File: config.mk
export PLATFORM = sky130hd
export DESIGN_NAME = output_ram_ctrl
export DESIGN_NICKNAME = d
export VERILOG_FILES = /design/src/rtl/output_ram_ctrl.sv
export SDC_FILE = /design/constraint.sdc
export NUM_CORES = 1
export LEC_CHECK = 0
export ABC_AREA = 1
export CORE_AREA = 8 8 64 66
export CTS_CLUSTER_SIZE = 16
export DETAILED_ROUTE_END_ITERATION = 12
export DIE_AREA = 0 0 72 74
export GPL_TIMING_DRIVEN = 0
export MAX_ROUTING_LAYER = met4
export PLACE_DENSITY = 0.82
export RECOVER_POWER = 25
export SLEW_MARGIN = 25
export SYNTH_ARGS = -nofsm -noshare
export SYNTH_HDL_FRONTEND = slang
export SYNTH_SLANG_ARGS = --single-unit
File: constraint.sdc
create_clock -name clk -period 4.5 [get_ports clk]
set_clock_uncertainty 0.2 [all_clocks]
set_input_delay 0.675 -clock clk [delete_from_list [all_inputs] [get_ports clk]]
set_output_delay 0.675 -clock clk [all_outputs]
set_load 0.01 [all_outputs]
File: src/rtl/output_ram_ctrl.sv
`default_nettype none
// ============================================================================
//  Module      : output_ram_ctrl
//  Description : Output-unit RAM sequencer for the classifier. Forwards
//                compute-engine result writes while idle, and on request
//                scans the valid entries for the maximum score and reports
//                the winning index and value with a done pulse.
//  Revision    : 1.0 - initial release
// ============================================================================
module output_ram_ctrl #(
  parameter int DATA_WIDTH = 8,
  parameter int ADDR_WIDTH = 4,
  parameter int NUM_OUT    = 10
) (
  input  logic                  clk,
  input  logic                  rst_n,
  input  logic                  wr_req,
  input  logic [ADDR_WIDTH-1:0] wr_addr,
  input  logic [DATA_WIDTH-1:0] wr_data,
  output logic                  wr_gnt,
  input  logic                  scan_start,
  output logic                  busy,
  output logic                  done,
  output logic [ADDR_WIDTH-1:0] max_idx,
  output logic [DATA_WIDTH-1:0] max_val,
  output logic                  ram_we,
  output logic [ADDR_WIDTH-1:0] ram_addr,
  output logic [DATA_WIDTH-1:0] ram_data,
  input  logic [DATA_WIDTH-1:0] ram_q
);

  typedef enum logic [1:0] {
    S_IDLE  = 2'd0,
    S_SCAN  = 2'd1,
    S_DRAIN = 2'd2,
    S_DONE  = 2'd3
  } state_t;

  // Last scanned index, and entry count widened by one bit so NUM_OUT may
  // equal the full RAM depth.
  localparam logic [ADDR_WIDTH-1:0] c_LAST = ADDR_WIDTH'(NUM_OUT - 1);
  localparam logic [ADDR_WIDTH-1:0] c_ONE  = ADDR_WIDTH'(1);
  localparam logic [ADDR_WIDTH:0]   c_NUM  = (ADDR_WIDTH + 1)'(NUM_OUT);

  state_t                r_state, w_state_nxt;
  logic [ADDR_WIDTH-1:0] r_cnt, w_cnt_nxt;
  logic                  r_pending, w_pend_nxt;
  logic [ADDR_WIDTH-1:0] r_max_idx, w_max_idx_nxt;
  logic [DATA_WIDTH-1:0] r_max_val, w_max_val_nxt;
  logic                  w_in_range;
  logic                  w_cmp_en;
  logic [ADDR_WIDTH-1:0] w_cmp_idx;

  assign w_in_range = ({1'b0, wr_addr} < c_NUM);

  // State and datapath registers; reset aborts any scan without a done pulse.
  always_ff @(posedge clk) begin
    if (!rst_n) begin
      r_state   <= S_IDLE;
      r_cnt     <= '0;
      r_pending <= 1'b0;
      r_max_idx <= '0;
      r_max_val <= '0;
    end else begin
      r_state   <= w_state_nxt;
      r_cnt     <= w_cnt_nxt;
      r_pending <= w_pend_nxt;
      r_max_idx <= w_max_idx_nxt;
      r_max_val <= w_max_val_nxt;
    end
  end

  // Next-state, RAM port arbitration and running-maximum update.
  always_comb begin
    w_state_nxt   = r_state;
    w_cnt_nxt     = r_cnt;
    w_pend_nxt    = r_pending;
    w_max_idx_nxt = r_max_idx;
    w_max_val_nxt = r_max_val;
    wr_gnt        = 1'b0;
    ram_we        = 1'b0;
    ram_addr      = wr_addr;
    ram_data      = wr_data;
    w_cmp_en      = 1'b0;
    w_cmp_idx     = r_cnt - c_ONE;   // ram_q lags the scan address by one cycle

    case (r_state)
      S_IDLE: begin
        wr_gnt = wr_req;
        // Out-of-range writes are acknowledged but never reach the RAM.
        ram_we = wr_req & w_in_range;
        if (wr_req) begin
          // A colliding write wins; remember the scan request for later.
          if (scan_start) w_pend_nxt = 1'b1;
        end else if (scan_start || r_pending) begin
          w_state_nxt   = S_SCAN;
          w_cnt_nxt     = '0;
          w_pend_nxt    = 1'b0;
          w_max_idx_nxt = '0;
          w_max_val_nxt = '0;
        end
      end
      S_SCAN: begin
        ram_addr = r_cnt;
        w_cmp_en = (r_cnt != '0);
        if (r_cnt == c_LAST) w_state_nxt = S_DRAIN;
        else                 w_cnt_nxt   = r_cnt + c_ONE;
      end
      S_DRAIN: begin
        w_cmp_en    = 1'b1;
        w_cmp_idx   = c_LAST;
        w_state_nxt = S_DONE;
      end
      default: begin
        w_state_nxt = S_IDLE;
      end
    endcase

    // Strict compare so ties keep the lower index.
    if (w_cmp_en && (ram_q > r_max_val)) begin
      w_max_val_nxt = ram_q;
      w_max_idx_nxt = w_cmp_idx;
    end
  end

  assign busy    = (r_state == S_SCAN) || (r_state == S_DRAIN);
  assign done    = (r_state == S_DONE);
  assign max_idx = r_max_idx;
  assign max_val = r_max_val;

endmodule
`default_nettype wire
==> results.md, run 1 <==
* Status: finished clean
* Crit path top cell by count: clkdlybuf4s50_1
* Inserted Clock Buffers at 3
* CP max FO at 2
* Min Tclk post-route at around 2800 ps
* Cell family with most CP delay: buffers and inverters
* Initial antenna violation count at 0
* Unrepaired setup endpoints after global routing: false
* Total track usage at between 10% and 20%
* Die Height at 74 um
* Setup crit start kind: input port
* Placed insts at between 200 and 300
* PortBufs at 43
* Final Non-Filler Cells at roughly 280
* Final Hold Slack at 271 ps
* # H-tree levels at 1
* Synthesis-stage register bit count at 19
* CP Data Arrival Time at 1940 ps
* Area grow syn2layout at 36.0%
* Worst setup path category: in -> out
* Initial core utilization at about 45%
* Critical path's largest stage delay at 560 ps
* Max-cap violations at 0
* Setup TNS Final at 0 ps
* Vias per cell at 4.95
* Lkg Pwr at about 0.78 nW
* Worst Path Required at approximately 3600 ps
* Peak supply drop at 394 uV
* 1st-pass router iterations at 4
* DRT antenna net count at 0
* Crit-path slowest cell: clkdlybuf4s50_1
* Synth Instances at 184
* Cell taking the most area after synthesis: dfxtp_1
* Fill count at approximately 300
* Clock sink count at 19
* N_diodes at 0
* Syn. warnings at 0
* Layout cells sized above 1 at 19.0%
* Ys async rst share at 0%
* Commonest cells in the netlist: nand2_1 (26), inv_1 (22), dfxtp_1 (19)
* Mapped Avg Cell Area at 7.70 um2
* Die W at 72 um
* Post-DP HPWL at between 2000 and 3000 um
* CTS tree: built
* Most used DFF post-synth: dfxtp_1
* Mapped cell area at between 0.001 and 0.0015 mm2
* Final Hold Vio Count at 0
* IO Pins at 52
* Number of DRC markers in iteration 0 at 27
* DRC viols at 0
* Largest net degree at the start of global routing at 12
* Final Max Tran Viols at 0
* Top-count cell post-synth: nand2_1
* F_max at 355 MHz
* Crit end category: output pin
* Root buf cell: clkbuf_4
* Die area at 0.00533 mm2
* Vias in the first global route at 1,394
* First-pass GRT wire length at 5580 um
* Max-Slew Margin vs Limit at 52.5%
* Largest cells by area after synthesis: dfxtp_1 (27%), ha_1 (14%), nand3_2 (7.8%)
* Clk slew on worst S/H paths at 110 ps
* Top cell type's share of synthesized area at 26.9%
* Global route overflow at 0
* Setup Buffers After CTS at 0
* Clk_lat worst skew at ~310 ps
* Routability cong. at 0.836
* Hold Path Class: reg -> reg
* Post-synthesis sequential area ratio at 26.9%
* Via count at approximately 1,400
* # setup viols final at 0
* Worst slew pin tran at 712 ps
* Part of the cycle the worst path needs at between 60% and 70%
* Synth cell types at 26
* WL final at 3360 um
* Post-Syn Nets at 224
* Hold buffers post-CTS at 0
* Post-route design area at 0.00193 mm2
* CTS-repair resized insts at 0
* Crit-path cells: clkdlybuf4s50_1, nand2_1, a21oi_1, clkdlybuf4s50_1
* Clock tree buffer depth at 2
* Post-synth EDFFs at 0
* Crit path buffers/inverters at 2
* Core ar. at 0.00318 mm2
* Area of placed instances at 0.00190 mm2
* Std cell rows at 21
* Final #Nets at 272
* Power per cell area at 440 mW/mm2
* Drt wl/cell at between 10 and 15 um
* Core Util, Final at between 60% and 70%
-- cell type report --
cell class / count / area (um2) / area share [%]
Tap cell: 46 / 57.6 / 2.99
Timing Repair Buffer: 43 / 430 / 22.4
Buffer: 14 / 109 / 5.65
Inverter: 25 / 93.8 / 4.87
Clock buffer: 3 / 22.5 / 1.17
Clock inverter: 1 / 5.00 / 0.260
Sequential cell: 19 / 380 / 19.8
Multi-Input combinational cell: 126 / 827 / 42.9
-- worst paths after layout --
check | cells past startpoint | start | slack [ps] | end
worst max-delay path | 4 | wr_req | 1690 | ram_we
worst min-delay path | 2 | r_pending$_SDFFE_PN0P_ | 270 | r_pending$_SDFFE_PN0P_
worst max register to register | 6 | r_state[0]$_SDFFE_PN0P_ | 2470 | max_val[2]$_SDFFE_PN0P_
worst min register to register | 2 | r_pending$_SDFFE_PN0P_ | 270 | r_pending$_SDFFE_PN0P_
-- sequential cells by signal, summed over array words and instances, names as in the netlist --
register   cells
r_state        2
max_val        8
max_idx        4
r_pending      1
r_cnt          4
-- where the power goes --
group	switching [mW]	internal (mW)
clock network	0.0583	0.0332
logic	0.287	0.233
registers	0.0337	0.202
total	0.379	0.469
-- routing by layer --
layer  part of all wire, %  GRT usage (%)
met1                    44           13.7
met2                    47           23.9
met3                   6.5           3.64
met4                   2.0           6.80
met5                     0              -
-- through the flow --
step	setup WS, ps	power (mW)
final	1690	0.848
after CTS	1680	0.867
after global placement	1690	0.764
after global routing	1540	0.920
after floorplan	2490	0.595
after detailed placement	1690	0.774
-- cell usage in the layout, fill, tap and decap left out, drive strengths merged --
cell type	instances
a211oi	2
nor3	2
a21oi	20
buf	12
o21ai	8
dfxtp	19
inv	25
ha	16
xnor2	1
nand4	1
dlygate4sd3	5
nand3	29
nor3b	2
a21o	1
clkdlybuf4s50	38
nor2	15
nand2	29
clkbuf	5
clkinv	1
-- worst reg2reg max path: stages (launching register included) --
cell	delay, ps
dfxtp_1	400
inv_1	90
ha_1	260
nand2_1	170
clkbuf_1	570
nand3_2	160
a21oi_2	130
-- kinds of logic (layout without fill, tap and decap cells) --
| kind of cell | after synthesis | after routing | share of synthesized area, % |
|---|---|---|---|
| fa+ha+maj | 16 | 16 | 14.1 |
| compound gates | 31 | 31 | 14.4 |
| xor+xnor | 1 | 1 | 0.618 |
| simple gates | 78 | 78 | 29.4 |
| buf+inv | 39 | 86 | 14.6 |
| flops | 19 | 19 | 26.9 |
Power figures use the tool's default switching activity.
==> inputs of run 2 (changes only) <==
- CORE_AREA: 8 8 64 66 -> 8 8 66 68
- DIE_AREA: 0 0 72 74 -> 0 0 74 76
- PLACE_DENSITY: 0.82 -> 0.78
- clock period: 4.5 -> 2.85 ns (I/O delays scaled with it)
==> run 2 against run 1 <==
  * Register-to-register slack worse by 1700 ps
  * Routed wire length up 2.7%
  * Sequential share of layout area about the same
  * Sequential cell count unchanged
  * Sequential power up 58%
  * Global-route usage down 0.80 points
  * Total power up 59%
  * Combinational power up 61%
  * Hold slack better by 2.5 ps
  * Largest power group unchanged
==> results.md, run 2 (synthesis results as in run 1) <==
* WL final at 3450 um
* # setup viols final at 0
* Final setup margin at approximately 300 ps
* PortBufs at 43
* Crit path buffers/inverters at 4
* First-pass GRT wire length at 5820 um
* Drt wl/cell at 12.4 um
* Max-cap violations at 0
* N_diodes at 0
* Global route overflow at 0
* Comb power frac at 62.0%
* Part of the cycle the worst path needs at approximately nine tenths
* Critical path's largest stage delay at 540 ps
* Crit path depth at 7
* CTS-repair resized insts at 0
* Crit end category: output pin
* Clock sink count at 19
* Setup Buffers After CTS at 0
* Status: finished clean
* Clk_lat worst skew at 300 ps
* CP max FO at 9
* Final #Nets at 272
* Crit-path slowest cell: clkdlybuf4s50_1
* Lkg Pwr at 0.764 nW
* 1st-pass router iterations at 5
* Final Total Pwr at roughly 1.3 mW
* Crit path top cell by count: nor2_1
* Cell family with most CP delay: buffers and inverters
* Unrepaired setup endpoints after global routing: false
* Fill count at 337
* Setup TNS Final at 0 ps
* Area of placed instances at around 0.0019 mm2
* Inserted Clock Buffers at 3
* DRC viols at 0
* Hold path depth at 2
* Vias per cell at 4.77
* Layout cells sized above 1 at 19.0%
* Std cell rows at 22
* Post-Place Setup Slack at ~480 ps
* CTS tree: built
* # H-tree levels at 1
* Worst slew pin tran at approximately 730 ps
* Die area at about 0.0056 mm2
* Net switching power at around 0.6 mW
* Setup crit start kind: register
* Final Hold Vio Count at 0
* Root buf cell: clkbuf_4
* Initial core utilization at a little over 40%
* Seq pwr share at between 20% and 30%
* Final Max Tran Viols at 0
* CP Data Arrival Time at 1920 ps
* Post-route design area at 0.00193 mm2
* Peak supply drop at 532 uV
* Sw Share at about 45%
* Via count at roughly 1,300
* F_max at 393 MHz
* Worst Path Required at 2220 ps
* Hold buffers post-CTS at 0
* Register area at 380 um2
* Largest net degree at the start of global routing at 11
* Most common cell after layout, fill and taps aside: clkdlybuf4s50_1
* Power per cell area at 699 mW/mm2
* Die W at 74 um
* Max-Slew Margin vs Limit at 51.4%
* Worst setup path category: reg -> out
* Total track usage at 12.8%
* DRT antenna net count at 0
* R2R depth at 6
* Routability cong. at 0.863
* Clock tree buffer depth at 2
* Clock share of power at 10.3%
* Post-DP HPWL at roughly 2700 um
* Crit-path cells: inv_1, ha_1, buf_2, inv_2, nor2_1, nor2_1, clkdlybuf4s50_1
* Clk slew on worst S/H paths at 120 ps
* Die Height at between 70 and 80 um
* Min Tclk post-route at 2550 ps
* Hold Path Class: reg -> reg
* Max FFs per register at 8
* Vias in the first global route at approximately 1,300
* Number of DRC markers in iteration 0 at 63
* Internal at between 0.7 and 0.8 mW
* Core ar. at ~0.0034 mm2
* Area grow syn2layout at 36.2%
* Initial antenna violation count at 0
* Multi-input logic area at about 830 um2
* Commonest non-fill, non-tap cells in the layout: clkdlybuf4s50_1 (35), nand2_1 (26), inv_1 (22)
* Core Util, Final at about 56%
* IO Pins at 52
==> run 2: path summary, 6_finish.rpt <==
check / from / endpoint / slack, ps
worst min register to register: max_idx[1]$_SDFFE_PN0P_ / max_idx[1]$_SDFFE_PN0P_ / 270
worst max-delay path: r_state[1]$_SDFFE_PN0P_ / ram_addr[0] / 300
worst min-delay path: max_idx[1]$_SDFFE_PN0P_ / max_idx[1]$_SDFFE_PN0P_ / 270
worst max register to register: r_state[0]$_SDFFE_PN0P_ / max_val[1]$_SDFFE_PN0P_ / 770
==> run 2: power groups by stage <==
stage                     clock network (mW)  registers, mW  logic, mW
final                                  0.139          0.373      0.835
after global routing                   0.154          0.382      0.941
after CTS                              0.144          0.375      0.850
after detailed placement                   0          0.382      0.844
after global placement                     0          0.378      0.831
after floorplan                            0          0.377      0.563
==> run 2: metrics by stage <==
step                instances  hold WS [ps]
global route              279           293
CTS                       279           280
floorplan                 184           241
detailed placement        275           264
global placement          275           252
finish                    279           274
==> run 2: area by class of cell <==
| class | count | share of cell area, % |
|---|---|---|
| multi-input cells | 126 | 43.0 |
| repair buffers | 43 | 22.3 |
| flip-flops and latches | 19 | 19.7 |
| plain buffers | 14 | 5.64 |
| inverters | 25 | 4.86 |
| well taps | 48 | 3.11 |
| clock buffers | 4 | 1.36 |
==> run 2: worst min-delay path: stages (launching register included) <==
cell and delay (ps):
dfxtp_1 330, nand3_2 70, a21oi_2 40
==> run 2: per-layer routing <==
metal  track usage, %  vias up  wire [um]
li1                 -      690          -
met1             15.7      594       1590
met2             20.5       44       1560
met3             2.89        4        272
met4             2.40        0         21
met5                -        -          0
==> inputs of run 3 (changes only) <==
- GPL_TIMING_DRIVEN: 0 -> 1
==> run 3 against run 2 <==
  * Sequential power about the same
  * Clock power decreased by 3%
  * Total power decreased by 5.3%
  * Clock-buffer cell count unchanged
  * Hold slack about the same
  * Routed wire length decreased by 8.1%
  * Critical path type unchanged
==> results.md, run 3 (synthesis results as in run 1) <==
* CP Data Arrival Time at 1900 ps
* Initial antenna violation count at 0
* Detail Route met3 WL at 256 um
* Routability cong. at just over 0.8
* Setup crit start kind: register
* CTS tree: built
* Total track usage at 11.4%
* Part of the cycle the worst path needs at 88.7%
* Net switching power at a little under 0.6 mW
* Worst Path Required at roughly 2200 ps
* Drt wl/cell at 12.3 um
* IO Pins at 52
* FF-to-FF End: max_idx[3]$_SDFFE_PN0P_
* Final setup margin at 322 ps
* Final #Nets at 250
* Area of placed instances at 0.00171 mm2
* Number of DRC markers in iteration 0 at 64
* DRT antenna net count at 0
* Clk_lat worst skew at 290 ps
* Seq pwr share at 29.2%
* 1st-pass router iterations at 4
* First-pass GRT wire length at roughly 5300 um
* WHS Endpoint: r_pending$_SDFFE_PN0P_
* Clk slew on worst S/H paths at 100 ps
* Worst slew pin tran at 652 ps
* Crit end category: output pin
* Inserted Clock Buffers at 3
* Die Height at 76 um
* Largest net degree at the start of global routing at 16
* Post-route design area at between 0.0015 and 0.002 mm2
* Power per cell area at 733 mW/mm2
* Critical path's largest stage delay at 570 ps
* R2R depth at 10
* Sw Share at a little under half
* Lkg Pwr at 0.668 nW
* Area grow syn2layout at 22.9%
* Root buf cell: clkbuf_4
* Post-Place Setup Slack at roughly 320 ps
* Final Total Pwr at 1.28 mW
* Max FFs per register at 8
* CP max FO at 9
* # H-tree levels at 1
* N_diodes at 0
* Die W at roughly 74 um
* R2R Setup Slk at 760 ps
* F_max at 396 MHz
* DRC viols at 0
* Crit-path cells: inv_1, ha_1, inv_2, o21ai_0, clkdlybuf4s50_1
* Via count at 1,253
* Vias per cell at 4.88
* Die area at roughly 0.0056 mm2
* DR top layer: met4
* Core ar. at between 0.003 and 0.004 mm2
* Clock share of power at a little over a tenth
* Clock sink count at 19
* Max-Slew Margin vs Limit at 56.5%
* Setup Buffers After CTS at 0
* Hold path depth at 2
* Max-cap violations at 0
* Final Max Tran Viols at 0
* Clock tree buffer depth at 2
* Final Hold Vio Count at 0
* CTS-repair resized insts at 0
* Commonest non-fill, non-tap cells in the layout: clkdlybuf4s50_1 (34), nand2_1 (26), inv_1 (22)
* Post-Route M1 WL at around 1500 um
* Initial core utilization at approximately two fifths
* PortBufs at 35
* Crit-path slowest cell: clkdlybuf4s50_1
* Worst setup path category: reg -> out
* Setup TNS Final at 0 ps
* # setup viols final at 0
* Met2 routed WL at 1410 um
* RR Startpoint: max_val[3]$_SDFFE_PN0P_
* Layout cells sized above 1 at 15.3%
* Std cell rows at 22
* Global route overflow at 0
* Peak supply drop at 518 uV
* Status: finished clean
* Comb power frac at 60.3%
* Most common cell after layout, fill and taps aside: clkdlybuf4s50_1
* Unrepaired setup endpoints after global routing: false
* Vias in the first global route at roughly 1,200
* Internal at 0.699 mW
* Min Tclk post-route at 2530 ps
* Post-DP HPWL at between 2000 and 2500 um
* WL final at 3170 um
* Min-delay src: r_pending$_SDFFE_PN0P_
* Fill count at 350
* Hold Path Class: reg -> reg
* Hold buffers post-CTS at 0
==> run 3: changes by cell type in the layout (fill, tap and decap cells not counted), sizes merged <==
| cell | change |
|---|---|
| clkbuf | -2 |
| dlygate4sd3 | -7 |
| buf | -12 |
| clkdlybuf4s50 | -1 |
==> run 3: worst max-delay path by stage <==
| stage | slack (ps) | from | to | depth (start not counted) |
|---|---|---|---|---|
| 2_1_floorplan | 1050 | max_val[3]$_SDFFE_PN0P_ | max_idx[0]$_SDFFE_PN0P_ | 11 |
| 3_3_place_gp | 380 | ram_q[7] | max_val[7]$_SDFFE_PN0P_ | 10 |
| 3_5_place_dp | 320 | ram_q[7] | max_idx[3]$_SDFFE_PN0P_ | 10 |
| 4_1_cts | 280 | r_state[1]$_SDFFE_PN0P_ | ram_addr[3] | 5 |
| 5_1_grt | 120 | r_state[1]$_SDFFE_PN0P_ | ram_addr[3] | 5 |
| 6_report | 320 | r_state[1]$_SDFFE_PN0P_ | ram_addr[3] | 5 |
==> run 3: per-layer routing <==
metal | vias to the layer above | track usage, %
met2 | 38 | 18.4
met4 | 0 | 2.00
met1 | 568 | 13.7
li1 | 643 | -
met5 | - | -
met3 | 4 | 3.29
==> run 3: final cells by class <==
type	count	area, um2	share of cell area, %
inverter	25	93.8	5.39
timing repair buffer	35	350	20.1
multi-input combinational	126	830	47.7
clock buffer	4	26.3	1.51
sequential	19	380	21.9
tap	48	60.1	3.45
==> run 3: critical path: cells and delay by family (launching register included) <==
family | cells | cell delay (ps)
AOI/OAI and AO/OA | 1 | 150
adders and majority gates | 1 | 350
buffers and inverters | 3 | 750
DFF | 1 | 350
==> run 3: through the flow <==
step	util, %	std cells	hold slack, ps
after floorplan	-	184	241
after global placement	49.8	253	250
after detailed placement	49.8	253	264
after CTS	50.6	257	280
after global routing	50.6	257	307
final	50.6	257	274
==> run 3: power by group through the flow <==
| stage | combinational (mW) | clock, mW | sequential (mW) |
|---|---|---|---|
| after detailed placement | 0.775 | 0 | 0.379 |
| final | 0.769 | 0.135 | 0.372 |
| after CTS | 0.782 | 0.140 | 0.373 |
| after floorplan | 0.563 | 0 | 0.377 |
| after global placement | 0.768 | 0 | 0.380 |
| after global routing | 0.858 | 0.151 | 0.381 |
